File: config.mk
export PLATFORM = sky130hd
export DESIGN_NAME = gcode_command_dispatcher
export DESIGN_NICKNAME = d
export VERILOG_FILES = /design/src/rtl/gcode_command_dispatcher.sv
export SDC_FILE = /design/constraint.sdc
export NUM_CORES = 1
export LEC_CHECK = 0
export BUFFER_PORTS_ARGS = -buffer_cell sky130_fd_sc_hd__clkbuf_2
export CELL_PAD_IN_SITES_DETAIL_PLACEMENT = 0
export CELL_PAD_IN_SITES_GLOBAL_PLACEMENT = 2
export CORE_ASPECT_RATIO = 1.2
export CORE_MARGIN = 2
export CORE_UTILIZATION = 35
export CTS_CLUSTER_SIZE = 16
export DETAILED_ROUTE_END_ITERATION = 10
export HOLD_SLACK_MARGIN = 0.06
export PLACE_DENSITY_LB_ADDON = 0.1
export SLEW_MARGIN = 20
export SYNTH_ARGS = -nofsm -noshare
export SYNTH_HDL_FRONTEND = slang
export SYNTH_SLANG_ARGS = --single-unit
File: constraint.sdc
create_clock -name clk -period 6 [get_ports clk]
set_clock_uncertainty 0.05 [all_clocks]
set_input_delay 0 -clock clk [delete_from_list [all_inputs] [get_ports clk]]
set_output_delay 0 -clock clk [all_outputs]
set_load 0.02 [all_outputs]
File: src/rtl/gcode_command_dispatcher.sv
// G-code command dispatcher: buffers commands in a small FIFO, decodes modal/move codes
// and hands absolute move targets to a motion controller. Optional macro: COORD_SATURATE_EN.
module gcode_command_dispatcher #(
    parameter int COORD_W    = 14,
    parameter int FIFO_DEPTH = 4
) (
    input  logic               clk,
    input  logic               reset_n,
    input  logic               block,
    input  logic               cmd_valid,
    output logic               cmd_ready,
    input  logic [3:0]         cmd,
    input  logic [COORD_W-1:0] x_in,
    input  logic [COORD_W-1:0] y_in,
    output logic               move_valid,
    input  logic               move_ready,
    output logic [COORD_W-1:0] x_value,
    output logic [COORD_W-1:0] y_value,
    output logic [4:0]         state_reg,
    output logic               halted,
    output logic               cmd_err
);
    localparam int AW = $clog2(FIFO_DEPTH);
    localparam int EW = 4 + 2 * COORD_W;

    localparam logic [3:0] C_G00 = 4'd0, C_G01 = 4'd1, C_G20 = 4'd2, C_G21 = 4'd3,
                           C_G90 = 4'd4, C_G91 = 4'd5, C_M2  = 4'd6, C_M6  = 4'd7,
                           C_M72 = 4'd8;

    typedef enum logic [1:0] {S_IDLE, S_DECODE, S_ISSUE, S_HALT} state_t;

    state_t              r_state, w_next;
    logic [1:0]          r_sync;
    logic                w_run, w_push, w_pop, w_full, w_empty;
    logic [EW-1:0]       r_mem [FIFO_DEPTH];
    logic [AW-1:0]       r_wr_ptr, r_rd_ptr;
    logic [AW:0]         r_count;
    logic [3:0]          r_cmd;
    logic [COORD_W-1:0]  r_xin, r_yin, r_x, r_y;
    logic                r_linear, r_inches, r_rel, r_raise, r_tool, r_err;

    // Popping waits for the locally synchronised reset release.
    always_ff @(posedge clk or negedge reset_n) begin
        if (!reset_n) r_sync <= 2'b00;
        else          r_sync <= {r_sync[0], 1'b1};
    end
    assign w_run = r_sync[1];

    assign w_full    = (r_count == (AW+1)'(FIFO_DEPTH));
    assign w_empty   = (r_count == '0);
    assign cmd_ready = ~w_full;
    assign w_push    = cmd_valid & ~w_full & ~block;

    always_ff @(posedge clk) begin
        if (w_push) r_mem[r_wr_ptr] <= {cmd, x_in, y_in};
    end

    always_ff @(posedge clk or negedge reset_n) begin
        if (!reset_n) begin
            r_wr_ptr <= '0;
            r_rd_ptr <= '0;
            r_count  <= '0;
        end else if (block) begin
            r_wr_ptr <= '0;
            r_rd_ptr <= '0;
            r_count  <= '0;
        end else begin
            if (w_push) r_wr_ptr <= r_wr_ptr + 1'b1;
            if (w_pop)  r_rd_ptr <= r_rd_ptr + 1'b1;
            case ({w_push, w_pop})
                2'b10:   r_count <= r_count + 1'b1;
                2'b01:   r_count <= r_count - 1'b1;
                default: r_count <= r_count;
            endcase
        end
    end

    always_ff @(posedge clk or negedge reset_n) begin
        if (!reset_n) begin
            r_cmd <= '0;
            r_xin <= '0;
            r_yin <= '0;
        end else if (w_pop) begin
            {r_cmd, r_xin, r_yin} <= r_mem[r_rd_ptr];
        end
    end

    always_ff @(posedge clk or negedge reset_n) begin
        if (!reset_n) r_state <= S_IDLE;
        else          r_state <= w_next;
    end

    always_comb begin
        w_next = r_state;
        case (r_state)
            S_IDLE:   if (w_pop) w_next = S_DECODE;
            S_DECODE: begin
                case (r_cmd)
                    C_G00, C_G01, C_M6, C_M72: w_next = S_ISSUE;
                    C_M2:                      w_next = S_HALT;
                    default:                   w_next = S_IDLE;
                endcase
            end
            S_ISSUE:  if (move_ready) w_next = S_IDLE;
            S_HALT:   w_next = S_HALT;
            default:  w_next = S_IDLE;
        endcase
        if (block) w_next = S_IDLE;
    end

    always_comb begin
        move_valid = (r_state == S_ISSUE);
        halted     = (r_state == S_HALT);
        w_pop      = (r_state == S_IDLE) & ~w_empty & w_run & ~block;
    end

    function automatic logic [COORD_W-1:0] f_add(input logic [COORD_W-1:0] a,
                                                 input logic [COORD_W-1:0] b);
        logic [COORD_W:0] s;
        s = {a[COORD_W-1], a} + {b[COORD_W-1], b};
`ifdef COORD_SATURATE_EN
        if (s[COORD_W] != s[COORD_W-1])
            return s[COORD_W] ? {1'b1, {(COORD_W-1){1'b0}}} : {1'b0, {(COORD_W-1){1'b1}}};
`endif
        return s[COORD_W-1:0];
    endfunction

    // Modal bits and targets; block restores modal defaults but keeps the last target.
    always_ff @(posedge clk or negedge reset_n) begin
        if (!reset_n) begin
            r_x      <= '0;
            r_y      <= '0;
            r_linear <= 1'b0;
            r_inches <= 1'b1;
            r_rel    <= 1'b0;
            r_raise  <= 1'b1;
            r_tool   <= 1'b0;
            r_err    <= 1'b0;
        end else if (block) begin
            r_linear <= 1'b0;
            r_inches <= 1'b1;
            r_rel    <= 1'b0;
            r_raise  <= 1'b1;
            r_tool   <= 1'b0;
            r_err    <= 1'b0;
        end else if (r_state == S_DECODE) begin
            if (r_cmd <= C_M72 && r_cmd != C_M6) r_tool <= 1'b0;
            case (r_cmd)
                C_G00, C_G01: begin
                    r_linear <= (r_cmd == C_G01);
                    r_x      <= r_rel ? f_add(r_x, r_xin) : r_xin;
                    r_y      <= r_rel ? f_add(r_y, r_yin) : r_yin;
                end
                C_G20:   r_inches <= 1'b1;
                C_G21:   r_inches <= 1'b0;
                C_G90:   r_rel    <= 1'b0;
                C_G91:   r_rel    <= 1'b1;
                C_M2:    ;
                C_M6: begin
                    r_tool <= 1'b1;
                    r_x    <= r_xin;
                end
                C_M72:   r_raise  <= ~r_raise;
                default: r_err    <= 1'b1;
            endcase
        end
    end

    assign x_value   = r_x;
    assign y_value   = r_y;
    assign cmd_err   = r_err;
    assign state_reg = {r_tool, r_raise, r_rel, r_inches, r_linear};
endmodule

==> results of run 1 <==
[through the flow]
step                total power [W]  cell area [um2]  worst slack, ns  hold WS [ns]
CTS                        0.005137            11130            3.300        0.1759
global route               0.005397            11140            3.073        0.2019
floorplan                  0.003252             9248            3.460       -0.3456
finish                     0.005047            11140            3.331        0.2079
detailed placement         0.003696             9978            3.308       -0.1144
global placement           0.003663             9958            3.205       -0.1212
[worst max-delay path: stages (launching register included)]
cell and delay, ns:
dfrtp_1 0.39, ha_1 0.26, fa_1 0.42, a21o_1 0.18, a21oi_1 0.23, o21bai_1 0.13
a31o_1 0.29, a211o_1 0.30, a41oi_1 0.22, o21ai_1 0.08
[worst min path at each step]
stage	depth (start not counted)	end
floorplan	0	cmd_err
global placement	1	r_yin[6]
detailed placement	1	y_value[7]
CTS	2	r_mem[3][22]
global route	2	r_mem[2][22]
finish	2	r_mem[1][21]
[logic make-up (layout without fill, tap and decap cells)]
kind of cell / count (synthesis) / count (layout) / synth area share
buf+inv: 41 / 174 / 0.02016
simple gates: 134 / 134 / 0.07022
fa+ha+maj: 33 / 33 / 0.04708
other cells: 1 / 1 / 0.0004055
xor+xnor: 20 / 20 / 0.01894
mux: 78 / 78 / 0.1321
flops: 205 / 205 / 0.6243
compound gates: 122 / 122 / 0.08686
[area by class of cell]
type	count	area share
Timing Repair Buffer	122	0.07707
Inverter	11	0.003707
Clock buffer	28	0.05426
Multi-Input combinational cell	388	0.2964
Sequential cell	205	0.5185
Clock inverter	13	0.01247
Tap cell	335	0.03764
[routing by layer]
layer,track usage,routed length (um)
met4,0.03813,331
met5,0,0
met1,0.1841,8635
met2,0.2683,10360
met3,0.01995,684
[power groups by stage]
stage / sequential [W] / combinational (W) / clock, W
2_1_floorplan: 0.00203 / 0.00122 / 0
3_3_place_gp: 0.00204 / 0.00162 / 0
3_5_place_dp: 0.00206 / 0.00164 / 0
4_1_cts: 0.00203 / 0.00167 / 0.00143
5_1_grt: 0.00206 / 0.00185 / 0.00149
6_report: 0.00202 / 0.00165 / 0.00138
[registers in the layout, indices dropped and copies added, names as in the netlist]
signal	count
r_wr_ptr	2
r_rd_ptr	2
cmd_err	1
r_tool	1
r_rel	1
r_yin	14
r_xin	14
x_value	14
r_raise	1
r_state	2
y_value	14
r_inches	1
r_count	3
r_mem	128
r_linear	1
r_sync	2
r_cmd	4
[cell usage in the layout (no fill, tap or decap), drive strengths merged, types with 9 or more instances in the layout]
cell type    Yosys  routed
a211oi           9       9
a21oi           34      34
buf             17      11
clkbuf          13     100
clkinv           0       9
dfrtp           75      75
dlygate4sd3      0      39
edfxtp         128     128
ha              30      30
inv             11      11
mux2            32      32
mux2i           14      14
mux4            32      32
nand2           44      44
nand3           14      14
nor2            36      36
o21ai           35      35
xnor2           10      10
xor2            10      10
==> impl_results.md, run 1 <==
* Worst r2r path cells at 9
* Switch Pwr at 0.001674 W
* TritonCTS clock tree: yes
* CP Max Fanout at 4
* Max Slew Vio Count at 0
* R2R setup slack at 3.33 ns
* Clk pwr share at 0.273
* Final hold violation count at 0
* Outcome: completed
* First-pass GRT wire length at 32.18 mm
* Post-cts resize count at 0
* Initial antenna violation count at 0
* Root Driver: clkbuf_16
* Setup Crit Path Kind: flip-flop to flip-flop
* Vias in the first global route at 5863
* #FFs+latches synth at 205
* Async SR Flop Fraction at 0.3756
* Count of cell types in the netlist at 67
* Total wire length at 20.01 mm
* Setup TNS at 0 ns
* Reg area at 5774 um2
* Top cells by count, synth: 128 x edfxtp_1, 75 x dfrtp_1, 44 x nand2_1
* Int Power at 0.003373 W
* Fmax at 0.3747 GHz
* Sw frac at 0.3317
* Worst-Margin Slew at 0.8026 ns
* PortBufs at 73
* Router iterations before antenna repair at 4
* Slew headroom at 0.4649
* Die height at 182.1 um
* RSZ-0062 raised after global routing: no
* Kind of end point of the critical path: flip-flop
* # diodes at 0
* Global placement routability congestion at 0.7298
* Tcrit/Tclk final at 0.4448
* Dpl cells at 1021
* # fillers at 2397
* Synth Net Count at 704
* CTS clk-pin slew, worst paths at 0.06 ns
* Hold path start: x_in[7]
* Sequential Power Share at 0.400
* Primary FF master, synth: edfxtp_1
* Core Util, Final at 0.4266
* Critical path required time at 6.32 ns
* CTS H-tree depth at 1
* Share of cells above drive strength 1 at 0.2581
* HPWL Detailed at 12.72 mm
* Total gr overflow at 0
* Clk_lat worst skew at 0.50 ns
* Yosys top cell by area: edfxtp_1
* Non-filler cells, final at 1102
* Die W at 152.4 um
* Gate power share at 0.327
* P_leak at 4.301 nW
* Tot GR Track Use at 0.1470
* Synth Cell Area at 9248 um2
* MaxCap Viol Count at 0
* Vias per cell at 5.036
* Tightest Hold Check Type: primary input to flip-flop
* Core area at 26110 um2
* Fin nets at 821
* Yosys warns at 0
* CP Launch Point: y_value[0]
* Worst R2R End: y_value[8]
* Vias after detailed routing at 5550
* EDFF count, synth at 128
* Crit start category: flip-flop
* Worst VDD drop at 0.2871 mV
* Final Setup Violations at 0
* Post-Synthesis Cells at 634
* Die area at 27740 um2
* Post-synth top area share at 0.4156
* Crit path to: y_value[8]
* # clock sinks at 205
* Initial Util at 0.3542
* DR WL/cell at 18.16 um
* Pin count of the biggest net entering global routing at 56
* Most frequent cell after synthesis: edfxtp_1
* CP Data Arrival Time at 2.99 ns
* Cell Rows at 65
* Detail Route Antenna Nets at 0
* Seq/Total Area, Yosys at 0.6243
* Avg Inst Size Synth at 14.59 um2
* CTS Hold Bufs at 40
* Multi-input gate area at 3301 um2
* Area grow syn2layout at 20.43%
* Initial DRC count at 226
* CTS Buffer Depth at 3
* Fin crit period at 2.669 ns
* Most area-consuming cells after synthesis: edfxtp_1 42%, dfrtp_1 20%, mux4_2 7.8%
* I/O pins at 74
* # DRC at 0
* Pwr Density at 453.2 nW/um2
* Setup Fix Bufs, Post-CTS at 0
* R2r startpoint: y_value[0]
* CTS Buf Count at 23
Note: power is estimated with default switching activity, not from simulation.
==> run 2: changes to the inputs <==
Clock period 6 ns to 2.2 ns, I/O delays scaled along.
==> run 2 against run 1 <==
Effect of this change:
- the flow now finishes with violations (setup timing)
- global-route usage grew 0.60 points
- sequential power grew to 2.7 times the previous value
- total power increased to 3.1 times the previous value
- final area increased by 9.3%
- clock power rose to 3.0 times the previous value
- maximum frequency rose by 14%
- via count is 6.1% higher
- routed wire length up 6.6%
- largest power group is now combinational cells
- highest routed layer unchanged
==> impl_results.md, run 2 (synthesized netlist as in run 1, its figures left out) <==
* RSZ-0062 raised after global routing: yes
* First-pass GRT wire length at 33.87 mm
* I/O pins at 74
* Initial antenna violation count at 0
* CP Max Fanout at 4
* Vias after detailed routing at 5891
* HPWL Detailed at 13.74 mm
* Kind of end point of the critical path: flip-flop
* R2R setup slack at -0.14 ns
* Gate power share at 0.396
* Crit start category: flip-flop
* Total gr overflow at 0
* Initial DRC count at 236
* Commonest cells after routing, fill and taps aside: 128 x edfxtp_1, 88 x buf_4, 72 x clkbuf_2
* Setup TNS at -0.3956 ns
* Global placement routability congestion at 0.7763
* CP Data Arrival Time at 2.68 ns
* CTS Buf Count at 23
* Die W at 152.4 um
* TritonCTS clock tree: yes
* CTS H-tree depth at 1
* # diodes at 0
* P_leak at 4.803 nW
* Non-filler cells, final at 1188
* Worst R2R End: y_value[8]
* Area grow syn2layout at 31.59%
* Clk_lat worst skew at 0.51 ns
* Flip-flop count of the largest register after layout at 128
* Worst r2r path cells at 9
* Pwr Density at 1300 nW/um2
* PortBufs at 73
* Max Slew Vio Count at 0
* # clock sinks at 205
* Hold Crit Endpoint: r_mem[0][22]
* CTS clk-pin slew, worst paths at 0.06 ns
* Die area at 27740 um2
* CTS Buffer Depth at 3
* Router iterations before antenna repair at 4
* Fin crit period at 2.341 ns
* Tot GR Track Use at 0.1530
* Vias per cell at 4.959
* Critical path required time at 2.54 ns
* Sequential Power Share at 0.342
* Die height at 182.1 um
* Outcome: complete, but fails checks
* Core area at 26110 um2
* Largest reg by FF count: r_mem
* Total wire length at 21.33 mm
* Dpl cells at 1096
* Switch Pwr at 0.005142 W
* R2r startpoint: r_yin[0]
* Setup Crit Path Kind: flip-flop to flip-flop
* Initial Util at 0.3542
* MaxCap Viol Count at 0
* Tcrit/Tclk final at 1.064
* Detail Route Antenna Nets at 0
* Cell Rows at 65
* Failing checks: setup timing
* Share of cells above drive strength 1 at 0.3845
* DR WL/cell at 17.95 um
* Setup WS post-layout at -0.1411 ns
* Tightest Hold Check Type: primary input to flip-flop
* Root Driver: clkbuf_16
* Pin count of the biggest net entering global routing at 35
* Sw frac at 0.3250
* WHS Path Cells at 2
* # DRC at 0
* Vias in the first global route at 6427
* Hold WS at 0.2030 ns
* Int Power at 0.01068 W
* Fin nets at 906
* Final hold violation count at 0
* Final Setup Violations at 6
* Hold path start: x_in[8]
* Leading cell type in the layout, fill and taps excluded: edfxtp_1
* # fillers at 2345
* Fmax at 0.4272 GHz
* Worst VDD drop at 0.6466 mV
* Clk pwr share at 0.261
-- run 2: repair_timing --
item	in CTS	in global routing
pin swaps	12	12
setup buffers	7	4
hold buffers	40	0
endpoints found under the setup margin	8	14
endpoints found under the hold margin	218	0
resized for setup	8	22
gates cloned	0	0
-- run 2: layout make-up --
cell class	instances	area [um2]	share of cell area
Clock buffer	28	624.3	0.05131
Clock inverter	14	202.7	0.01666
Timing Repair Buffer	207	1572	0.1291
Inverter	11	41.29	0.003393
Tap cell	335	419.2	0.03444
Multi-Input combinational cell	388	3526	0.2897
Sequential cell	205	5784	0.4753
-- run 2: how the worst max path moves through the flow --
stage / start / endpoint / slack, ns / cells past startpoint
after global routing: r_yin[0] / y_value[8] / -0.22 / 9
after global placement: x_value[0] / x_value[12] / -0.17 / 9
after detailed placement: x_value[0] / x_value[12] / -0.20 / 9
after CTS: x_value[0] / x_value[12] / -0.16 / 9
final: r_yin[0] / y_value[8] / -0.14 / 9
after floorplan: r_count[0] / r_count[2] / -0.1 / 9
-- run 2: stage by stage --
stage / power [W] / utilization / worst slack, ns / instance area (um2)
4_1_cts: 0.01573 / 0.4605 / -0.1605 / 12020
3_3_place_gp: 0.01115 / 0.4102 / -0.1706 / 10710
2_1_floorplan: 0.009024 / - / -0.09959 / 9340
3_5_place_dp: 0.01125 / 0.4102 / -0.1956 / 10710
6_report: 0.01582 / 0.4661 / -0.1411 / 12170
5_1_grt: 0.01685 / 0.4661 / -0.2176 / 12170
-- run 2: worst max-delay path, stage by stage, from the launching register on --
cell	delay (ns)
dfrtp_1	0.41
ha_4	0.19
fa_2	0.34
a21o_1	0.18
a21oi_2	0.15
o21bai_1	0.12
a31o_1	0.24
a211o_1	0.29
a41oi_2	0.19
o21ai_1	0.07
-- run 2: power groups by stage --
| stage | logic [W] | registers (W) | clock network [W] |
|---|---|---|---|
| 4_1_cts | 0.00606 | 0.00540 | 0.00428 |
| 6_report | 0.00627 | 0.00541 | 0.00414 |
| 3_5_place_dp | 0.00578 | 0.00547 | 0 |
| 3_3_place_gp | 0.00573 | 0.00543 | 0 |
| 2_1_floorplan | 0.00343 | 0.00559 | 0 |
| 5_1_grt | 0.00693 | 0.00550 | 0.00442 |
-- run 2: metal layers --
| layer | track usage | vias to the layer above | routed length (um) |
|---|---|---|---|
| li1 | - | 2814 | - |
| met1 | 0.1894 | 2965 | 9118 |
| met2 | 0.2827 | 89 | 11150 |
| met3 | 0.02398 | 23 | 753 |
| met4 | 0.03290 | 0 | 308 |
| met5 | 0 | - | 0 |
